[src/rtl/round_sequencer.sv]
// Round index sequencer for the cipher/hash round datapaths.
// Optional count-down ordering under `ifdef ROUND_SEQ_DEC_EN.
module round_sequencer #(
    parameter int ROUNDS    = 32,
    parameter int CNT_W     = 5,
    parameter bit DONE_HOLD = 1'b0
) (
    input  logic             clk,
    input  logic             rst,
    input  logic             start,
    input  logic             adv,
    input  logic             abort,
`ifdef ROUND_SEQ_DEC_EN
    input  logic             dec,
`endif
    output logic             busy,
    output logic [CNT_W-1:0] round,
    output logic             first,
    output logic             last,
    output logic             done
);

    if (ROUNDS == 0 || ROUNDS > 2**CNT_W) begin : g_bad_rounds
        $error("round_sequencer: ROUNDS must be in 1..2**CNT_W");
    end

    typedef enum logic [1:0] {
        S_IDLE,
        S_RUN,
        S_DONE
    } state_t;

    localparam logic [CNT_W-1:0] TOP  = CNT_W'(ROUNDS - 1);
    localparam logic [CNT_W-1:0] ZERO = '0;

    state_t           state_q, state_d;
    logic [CNT_W-1:0] round_q, round_d;
    logic             down_q;
    logic             launch_down;
    logic [CNT_W-1:0] start_val, term_val;

`ifdef ROUND_SEQ_DEC_EN
    logic down_d;

    assign launch_down = dec;

    // Direction is captured only at launch.
    always_ff @(posedge clk) begin
        if (rst) begin
            down_q <= 1'b0;
        end else begin
            down_q <= down_d;
        end
    end

    always_comb begin
        down_d = down_q;
        if (state_q == S_IDLE && start) begin
            down_d = dec;
        end
    end
`else
    assign launch_down = 1'b0;
    assign down_q      = 1'b0;
`endif

    assign start_val = down_q ? TOP : ZERO;
    assign term_val  = down_q ? ZERO : TOP;

    always_ff @(posedge clk) begin
        if (rst) begin
            state_q <= S_IDLE;
            round_q <= '0;
        end else begin
            state_q <= state_d;
            round_q <= round_d;
        end
    end

    always_comb begin
        state_d = state_q;
        round_d = round_q;
        unique case (state_q)
            S_IDLE: begin
                if (start) begin
                    state_d = S_RUN;
                    round_d = launch_down ? TOP : ZERO;
                end
            end
            S_RUN: begin
                if (abort) begin
                    state_d = S_IDLE;
                    round_d = '0;
                end else if (adv) begin
                    // Terminal check comes first so the index never wraps.
                    if (round_q == term_val) begin
                        state_d = S_DONE;
                    end else if (down_q) begin
                        round_d = round_q - 1'b1;
                    end else begin
                        round_d = round_q + 1'b1;
                    end
                end
            end
            S_DONE: begin
                if (abort || !DONE_HOLD || !start) begin
                    state_d = S_IDLE;
                end
            end
            default: begin
                state_d = S_IDLE;
            end
        endcase
    end

    assign busy  = (state_q == S_RUN);
    assign done  = (state_q == S_DONE);
    assign round = round_q;
    assign first = busy && (round_q == start_val);
    assign last  = busy && (round_q == term_val);

endmodule
[config.mk]
export PLATFORM = sky130hd
export DESIGN_NAME = round_sequencer
export DESIGN_NICKNAME = d
export VERILOG_FILES = /design/src/rtl/round_sequencer.sv
export SDC_FILE = /design/constraint.sdc
export NUM_CORES = 1
export LEC_CHECK = 0
export ABC_AREA = 1
export CORE_AREA = 2 2 39 41
export DETAILED_ROUTE_END_ITERATION = 10
export DIE_AREA = 0 0 41 43
export SLEW_MARGIN = 40
export SYNTH_ARGS = -nofsm -noshare
export SYNTH_HDL_FRONTEND = slang
export SYNTH_SLANG_ARGS = --single-unit
[constraint.sdc]
create_clock -name clk -period 2.3 [get_ports clk]
set_clock_uncertainty 0.1 [all_clocks]
set_input_delay 0.345 -clock clk [delete_from_list [all_inputs] [get_ports clk]]
set_output_delay 0.345 -clock clk [all_outputs]
set_load 0.1 [all_outputs]
### Yosys cells after proc, flatten, opt, wreduce, memory -nomap -nowiden

Index checks and enable logic that the tools add are counted.
Widths: inputs -> output; s select.

| cells by class | value |
|---|---|
| reduce and logical (&&, ||, !) cells | 7 |
| eq/ne operators | 7 |
| mux-type cells | 10 |
| add/subtract/negate cells | 1 |

Operators with widths:

| kind | count |
|---|---|
| $mux 5 | 4 |
| $pmux 5 s2 | 1 |
| $mux 2 | 4 |
| $ne 3x3->1 const B | 2 |
| $add 5x1->5 const B | 1 |
| $eq 5x5->1 const B | 1 |
| $logic_not 5->1 | 1 |
| $pmux 2 s2 | 1 |
| $reduce_and 4->1 | 1 |
| $ne 3x2->1 const B | 1 |
| $reduce_and 3->1 | 1 |
| $eq 2x1->1 const B | 1 |
| $eq 2x2->1 const B | 1 |
| $logic_and 1x1->1 | 2 |
| $logic_not 2->1 | 1 |
| $ne 2x2->1 const B | 1 |
| $reduce_bool 2->1 | 1 |

| storage, ports and cells | value |
|---|---|
| flip-flop bits (word level) | 7 |

### Longest topological paths before layout

Gate-level depths: netlist (run 1).

| logic depth | value |
|---|---|
| depth after elaboration | 5 |
| depth in mapped cells | 9 |
| depth with buffers taken out | 9 |

### Worst setup path before layout (run 1)

No wires, ideal clock.

| path | value |
|---|---|
| kind | register to output |
| start | reg round_q[0] (netlist: round[0]) |
| end | out first |
| arrival | 3110 ps |
| data required time | 1855 ps |
| slack | -1255 ps |
| cell stages (with the launch flop) | 5 |
| cells stage by stage | dfxtp_1 -> inv_1 -> ha_1 -> nand3_1 -> nor3_1 |

| on the way | value |
|---|---|
| cells in the longest elaborated chain, start to end | 2 |

Ends and longest elaborated chain:

| element | RTL line | text |
|---|---|---|
| start: declaration | 37 | `logic [CNT_W-1:0] round_q, round_d;` |
| start signal: assignment | 76 | `round_q <= round_d;` |
| $logic_not 5->1 | 119 | `assign first = busy && (round_q == start_val);` |
| $logic_and 1x1->1 | 119 |  |
| end: declaration | 18 | `output logic first,` |

Every way passes these cells.

### Worst setup path in the final report (run 1)

| path | value |
|---|---|
| start | reg round_q[0] (netlist: round[0]) |
| end | out last |

| on the way | value |
|---|---|
| cells in the longest elaborated chain, start to end | 2 |

Ends and longest elaborated chain:

| element | RTL line | text |
|---|---|---|
| $eq 5x5->1 | 120 | `assign last = busy && (round_q == term_val);` |
| $logic_and 1x1->1 | 120 |  |
| end: declaration | 19 | `output logic last,` |

Every way passes these cells.

==> results of run 1 <==
[layer usage]
metal  GRT usage, %  part of all wire (%)  wire, um  up-vias
li1               -                     -         -      259
met1           16.8                    47       467      195
met2           19.1                    48       477       11
met3           4.71                   4.6        46        2
met4           8.00                  0.90         9        0
met5              0                     0         0        -
[worst max-delay path: cells and delay by family (launching register included)]
kind / cells / cell delay, ps
flops: 1 / 370
fa+ha+maj: 2 / 370
buf+inv: 2 / 260
simple gates: 3 / 260
[stage by stage]
stage | hold slack (ps) | instance area (sq um)
after floorplan | 307 | 507
after global placement | 394 | 659
after detailed placement | 397 | 659
after CTS | 415 | 686
after global routing | 433 | 686
final | 408 | 686
[sequential cells by signal, summed over array words and instances (netlist names)]
name     cells
round        5
state_q      2
[cell usage after synthesis]
master   instances  area [sq um]
nand2_1         14          52.6
nor2_1          13          48.8
inv_1           11          41.3
dfxtp_1          7           140
nand3_1          7          35.0
inv_2            4          15.0
a21oi_1          3          15.0
ha_1             3          37.5
nor3_1           2          10.0
o21ai_1          2          10.0
a31oi_2          1          12.5
nand2_2          1          6.26
nand2_4          1          11.3
nand4_1          1          6.26
nor2_2           1          6.26
nor2_4           1          11.3
nor2_8           1          20.0
[path summary, 6_finish.rpt]
check                                              to  cells after the start
worst min register to register  round[2]$_SDFFE_PP0P_                      2
worst max-delay path                             last                      7
worst max register to register  round[0]$_SDFFE_PP0P_                      8
worst min-delay path            round[2]$_SDFFE_PP0P_                      2
[power by group through the flow]
stage | registers (mW) | clock network (mW) | logic [mW]
2_1_floorplan | 0.195 | 0 | 0.100
3_3_place_gp | 0.147 | 0 | 0.195
3_5_place_dp | 0.147 | 0 | 0.194
4_1_cts | 0.144 | 0.111 | 0.195
5_1_grt | 0.146 | 0.121 | 0.206
6_report | 0.145 | 0.107 | 0.193
[cell families (layout without fill, tap and decap cells)]
| logic type | Yosys count | after routing | share of synthesized area, % |
|---|---|---|---|
| buf+inv | 15 | 32 | 11.7 |
| fa+ha+maj | 3 | 3 | 7.83 |
| compound gates | 6 | 6 | 7.83 |
| flops | 7 | 7 | 29.2 |
| simple gates | 42 | 42 | 43.3 |
[final cells by class]
cell class / instances / area [sq um] / area share, %
Multi-Input combinational cell: 51 / 302 / 44.0
Inverter: 15 / 56.3 / 8.21
Timing Repair Buffer: 13 / 133 / 19.3
Clock buffer: 4 / 26.3 / 3.83
Sequential cell: 7 / 149 / 21.7
Tap cell: 16 / 20.0 / 2.92
[cell usage in the layout (no fill, tap or decap), types with 2 or more instances in the layout]
cell type and instances:
nor2_1 12, a21oi_1 3, nor2_4 2, o21ai_1 2, buf_12 2, nand3_1 7
buf_4 7, dfxtp_2 4, nand2_1 14, clkdlybuf4s50_1 4, dfxtp_1 2, inv_2 4
clkbuf_4 3, ha_1 3, inv_1 11
==> metrics.md, run 1 <==
| Metric | Value |
|---|---|
| Status | `finished, final reports clean` |
| Largest net degree at the start of global routing | `7` |
| Share of cells above drive strength 1 | `32.2%` |
| Logic pwr share | `43.5%` |
| Worst Path Max Fanout | `6` |
| Number of buffers created by CTS | `3` |
| Routed via count | `467` |
| Post-Syn Instances | `73` |
| Max incr delay on CP | `370 ps` |
| Post_cts resized | `0` |
| Worst path required time | `1860 ps` |
| Most used cell, CP | `ha_1` |
| DR WL/cell | `9.43 um` |
| Routability cong. | `0.770` |
| Power share of the clock group | `24.0%` |
| Clk sink count | `7` |
| Power per cell area | `648 mW/mm^2` |
| Worst Hold Class | `register to register` |
| Count of final setup violators | `0` |
| Pleak | `0.320 nW` |
| Final cell count without fillers | `106` |
| GR Overflow Total | `0` |
| CP Cell Sequence | `ha_1 -> nand2_1 -> nor2_1 -> ha_1 -> inv_1 -> nor2_4 -> buf_12` |
| Port bufs | `13` |
| Iteration-0 DRC Markers | `8` |
| Final core occ | `49.5%` |
| Power Internal | `0.251 mW` |
| Reg2reg setup slack | `590 ps` |
| Crit share post-route | `84.7%` |
| Mapped cell area | `479 sq um` |
| Die extent in y | `43 um` |
| Final layout net count | `99` |
| Critical Path End Type | `output pin` |
| Slowest CP cell | `dfxtp_2` |
| Synth Register Bits | `7` |
| Dpl cells | `102` |
| Antenna violations before repair | `0` |
| Drt pass-1 iters | `6` |
| CP startpoint | `round[0]$_SDFFE_PP0P_` |
| Slew @ Worst Pin | `342 ps` |
| Area growth, synth to finish | `43.1%` |
| Final setup TNS | `0 ps` |
| Routed Antenna Nets | `0` |
| Final wirelength | `1000 um` |
| Worst VDD drop | `0.352 mV` |
| Number of post-CTS setup repair buffers | `0` |
| Max H-tree Level | `1` |
| Diode count | `0` |
| Worst R2R Start | `round[0]$_SDFFE_PP0P_` |
| Total track usage | `13.5%` |
| # rows | `14` |
| Flop pwr share | `32.6%` |
| Post-synthesis sequential area ratio | `29.2%` |
| Hold Path Origin | `round[2]$_SDFFE_PP0P_` |
| Max-Cap Viols | `0` |
| Initial Util | `34.6%` |
| Hold Fails Final Rpt | `0` |
| Syn Nets | `81` |
| RSZ-0062 raised after global routing | `no` |
| Hpwl dp | `829 um` |
| Placeable core area | `0.00138 sq mm` |
| Die Wd | `41 um` |
| Syn avg cell area | `6.56 sq um` |
| CTS root buf | `clkbuf_4` |
| Crit path arrival time | `1500 ps` |
| Worst skew pair latency | `240 ps` |
| Post-CTS Hold Fix Bufs | `0` |
| Minimum clock period | `1950 ps` |
| CTS tree | `yes` |
| First-pass GRT wire length | `1590 um` |
| Drt via density | `4.41` |
| Slew HR | `77.1%` |
| Pre-CTS setup slack | `607 ps` |
| Worst setup SP type | `register` |
| Fillers | `151` |
| Fmax | `513 MHz` |
| Vias in the first global route | `426` |
| WS Path Type | `register to output pin` |
| Slew Viols, Final | `0` |
| CTS clk-pin slew, worst paths | `50 ps` |
| Switching portion of total power | `43.5%` |
| IO Count | `14` |
| Synth warn | `0` |
| NetSw | `0.193 mW` |
| Die area | `0.00176 sq mm` |
| Synth cell types | `17` |
| Final Power | `0.444 mW` |
| Final worst slack | `352 ps` |
| Bufs on Longest Clock Path | `2` |
| # DRC | `0` |
No activity file was read; power rests on OpenSTA's default activity.
==> run 2: changes to the inputs <==
- PLACE_DENSITY: unset -> 0.66
- clock period: 2.3 -> 1.6 ns (I/O delays scaled with it)
==> run 2 against run 1 <==
The flow now finishes with violations (negative setup slack); cell count is 8.5% higher; critical path depth stayed put; via count is 24% higher; critical endpoint unchanged; largest cell class unchanged.
==> metrics.md, run 2 (same netlist as run 1, synthesis figures left out) <==
| Metric | Value |
|---|---|
| Die area | `0.00176 sq mm (unchanged)` |
| Critical Path End Type | `output pin` |
| Minimum clock period | `1780 ps` |
| Initial Util | `34.6% (unchanged)` |
| Largest net degree at the start of global routing | `7 (unchanged)` |
| Area growth, synth to finish | `98.7%` |
| Fillers | `101 (-33%)` |
| Hpwl dp | `932 um (+12%)` |
| Die Wd | `41 um (unchanged)` |
| Minimum hold slack | `430 ps (+22.4 ps)` |
| CTS root buf | `clkbuf_4` |
| Power per cell area | `810 mW/mm^2 (+25%)` |
| Worst Hold Class | `register to register` |
| Count of final setup violators | `7 (+7)` |
| Status | `complete, but fails checks` |
| Vias in the first global route | `544 (+28%)` |
| Slew @ Worst Pin | `263 ps (-79.3 ps)` |
| Fmax | `561 MHz` |
| Commonest non-fill, non-tap cell in the layout | `nand2_1` |
| IO Count | `14 (unchanged)` |
| Slew HR | `82.5% (+5.3 points)` |
| Crit path arrival time | `1440 ps (-60 ps)` |
| Antenna violations before repair | `0 (unchanged)` |
| Diode count | `0 (unchanged)` |
| Slew Viols, Final | `0 (unchanged)` |
| CTS clk-pin slew, worst paths | `60 ps (about the same)` |
| RSZ-0062 raised after global routing | `yes` |
| # rows | `14 (unchanged)` |
| Final worst slack | `-181 ps (-533 ps)` |
| Hold Fails Final Rpt | `0 (unchanged)` |
| Iteration-0 DRC Markers | `17 (+9)` |
| Max-Cap Viols | `0 (unchanged)` |
| Max H-tree Level | `1 (unchanged)` |
| CTS tree | `yes` |
| Crit share post-route | `111%` |
| Bufs on Longest Clock Path | `2 (unchanged)` |
| Share of cells above drive strength 1 | `51.5% (+19 points)` |
| Placeable core area | `0.00138 sq mm (unchanged)` |
| WS Path Type | `register to output pin` |
| Drt via density | `5.02 (+14%)` |
| # DRC | `0 (unchanged)` |
| Worst setup SP type | `register` |
| GR Overflow Total | `0 (unchanged)` |
| Worst Path Max Fanout | `2 (-4)` |
| Number of buffers created by CTS | `3 (unchanged)` |
| Final layout net count | `108 (+9.1%)` |
| Final wirelength | `1420 um (+42%)` |
| Worst skew pair latency | `270 ps (+30 ps)` |
| Die extent in y | `43 um (unchanged)` |
| Most frequent cells in the layout | `nand2_1 (13), nor2_1 (9), buf_12 (9)` |
| Routability cong. | `0.821 (+6.6%)` |
| Clk sink count | `7 (unchanged)` |
| CP startpoint | `round[0]$_SDFFE_PP0P_` |
| Routed Antenna Nets | `0 (unchanged)` |
| Pleak | `0.413 nW (+29%)` |
| Number of flip-flops in the largest register | `5 (unchanged)` |
| DR WL/cell | `12.3 um (+30%)` |
| Worst VDD drop | `0.484 mV (+38%)` |
| Hold Path Origin | `round[2]$_SDFFE_PP0P_` |
| Worst path required time | `1260 ps (-600 ps)` |
| Worst R2R Start | `round[0]$_SDFFE_PP0P_` |
| Total track usage | `19.0% (+5.6 points)` |
| Failing checks | `negative setup slack` |
| Final cell count without fillers | `115 (+8.5%)` |
| Drt pass-1 iters | `6 (unchanged)` |
| First-pass GRT wire length | `2210 um (+39%)` |
| Routed via count | `577 (+24%)` |
| Post-CTS Hold Fix Bufs | `0 (unchanged)` |
| Dpl cells | `106 (+3.9%)` |
| Port bufs | `13 (unchanged)` |
run 2: cell types whose count changed in the layout (fill, tap and decap cells not counted), sizes merged:
cell / change
buf: +9
run 2: area by class of cell:
type,instances,area [sq um],area share (%)
clock buffers,4,26.3,2.76
multi-input cells,51,385,40.5
well taps,16,20.0,2.10
inverters,15,63.8,6.70
repair buffers,22,299,31.4
flip-flops and latches,7,158,16.6
run 2: per-stage QoR:
| step | setup WS (ps) | power, mW | setup TNS [ps] | cell area [sq um] | utilization (%) |
|---|---|---|---|---|---|
| 3_3_place_gp | -18.5 | 0.544 | -36.1 | 805 | 58.1 |
| 5_1_grt | -242 | 0.799 | -1290 | 952 | 68.8 |
| 6_report | -181 | 0.771 | -853 | 952 | 68.8 |
| 3_5_place_dp | -46.0 | 0.546 | -115 | 805 | 58.1 |
| 2_1_floorplan | -356 | 0.427 | -1250 | 534 | - |
| 4_1_cts | -175 | 0.753 | -1010 | 893 | 64.6 |
run 2: worst max-delay path, stage by stage (launching register included):
cell and delay, ps:
dfxtp_4 360, ha_4 150, nand2_4 50, nor2_4 130, ha_4 150, inv_2 40, nor2_4 110, buf_12 180
run 2: final timing paths:
kind	endpoint	slack (ps)	cells past startpoint
min	round[2]$_SDFFE_PP0P_	430	2
min reg2reg	round[2]$_SDFFE_PP0P_	430	2
max reg2reg	round[3]$_SDFFE_PP0P_	-150	10
max	last	-180	7
run 2: routing by layer:
layer	global-route usage, %	share of wire [%]	wire length [um]
met1	22.7	40	572
met2	27.8	52	735
met3	4.71	4.2	60
met4	14.0	3.3	46
met5	0	0	0
run 2: timing repair:
item,CTS,global route
buffers inserted,3,2
resized for setup,11,9
pin swaps,4,9
gates cloned,0,0
setup endpoints to repair,7,7
run 2: power breakdown:
group	internal [mW]	total [mW]	leakage (nW)	switching, mW
sequential	0.188	0.210	0.0609	0.0215
clock	0.0964	0.182	0.0150	0.0853
combinational	0.144	0.380	0.337	0.236
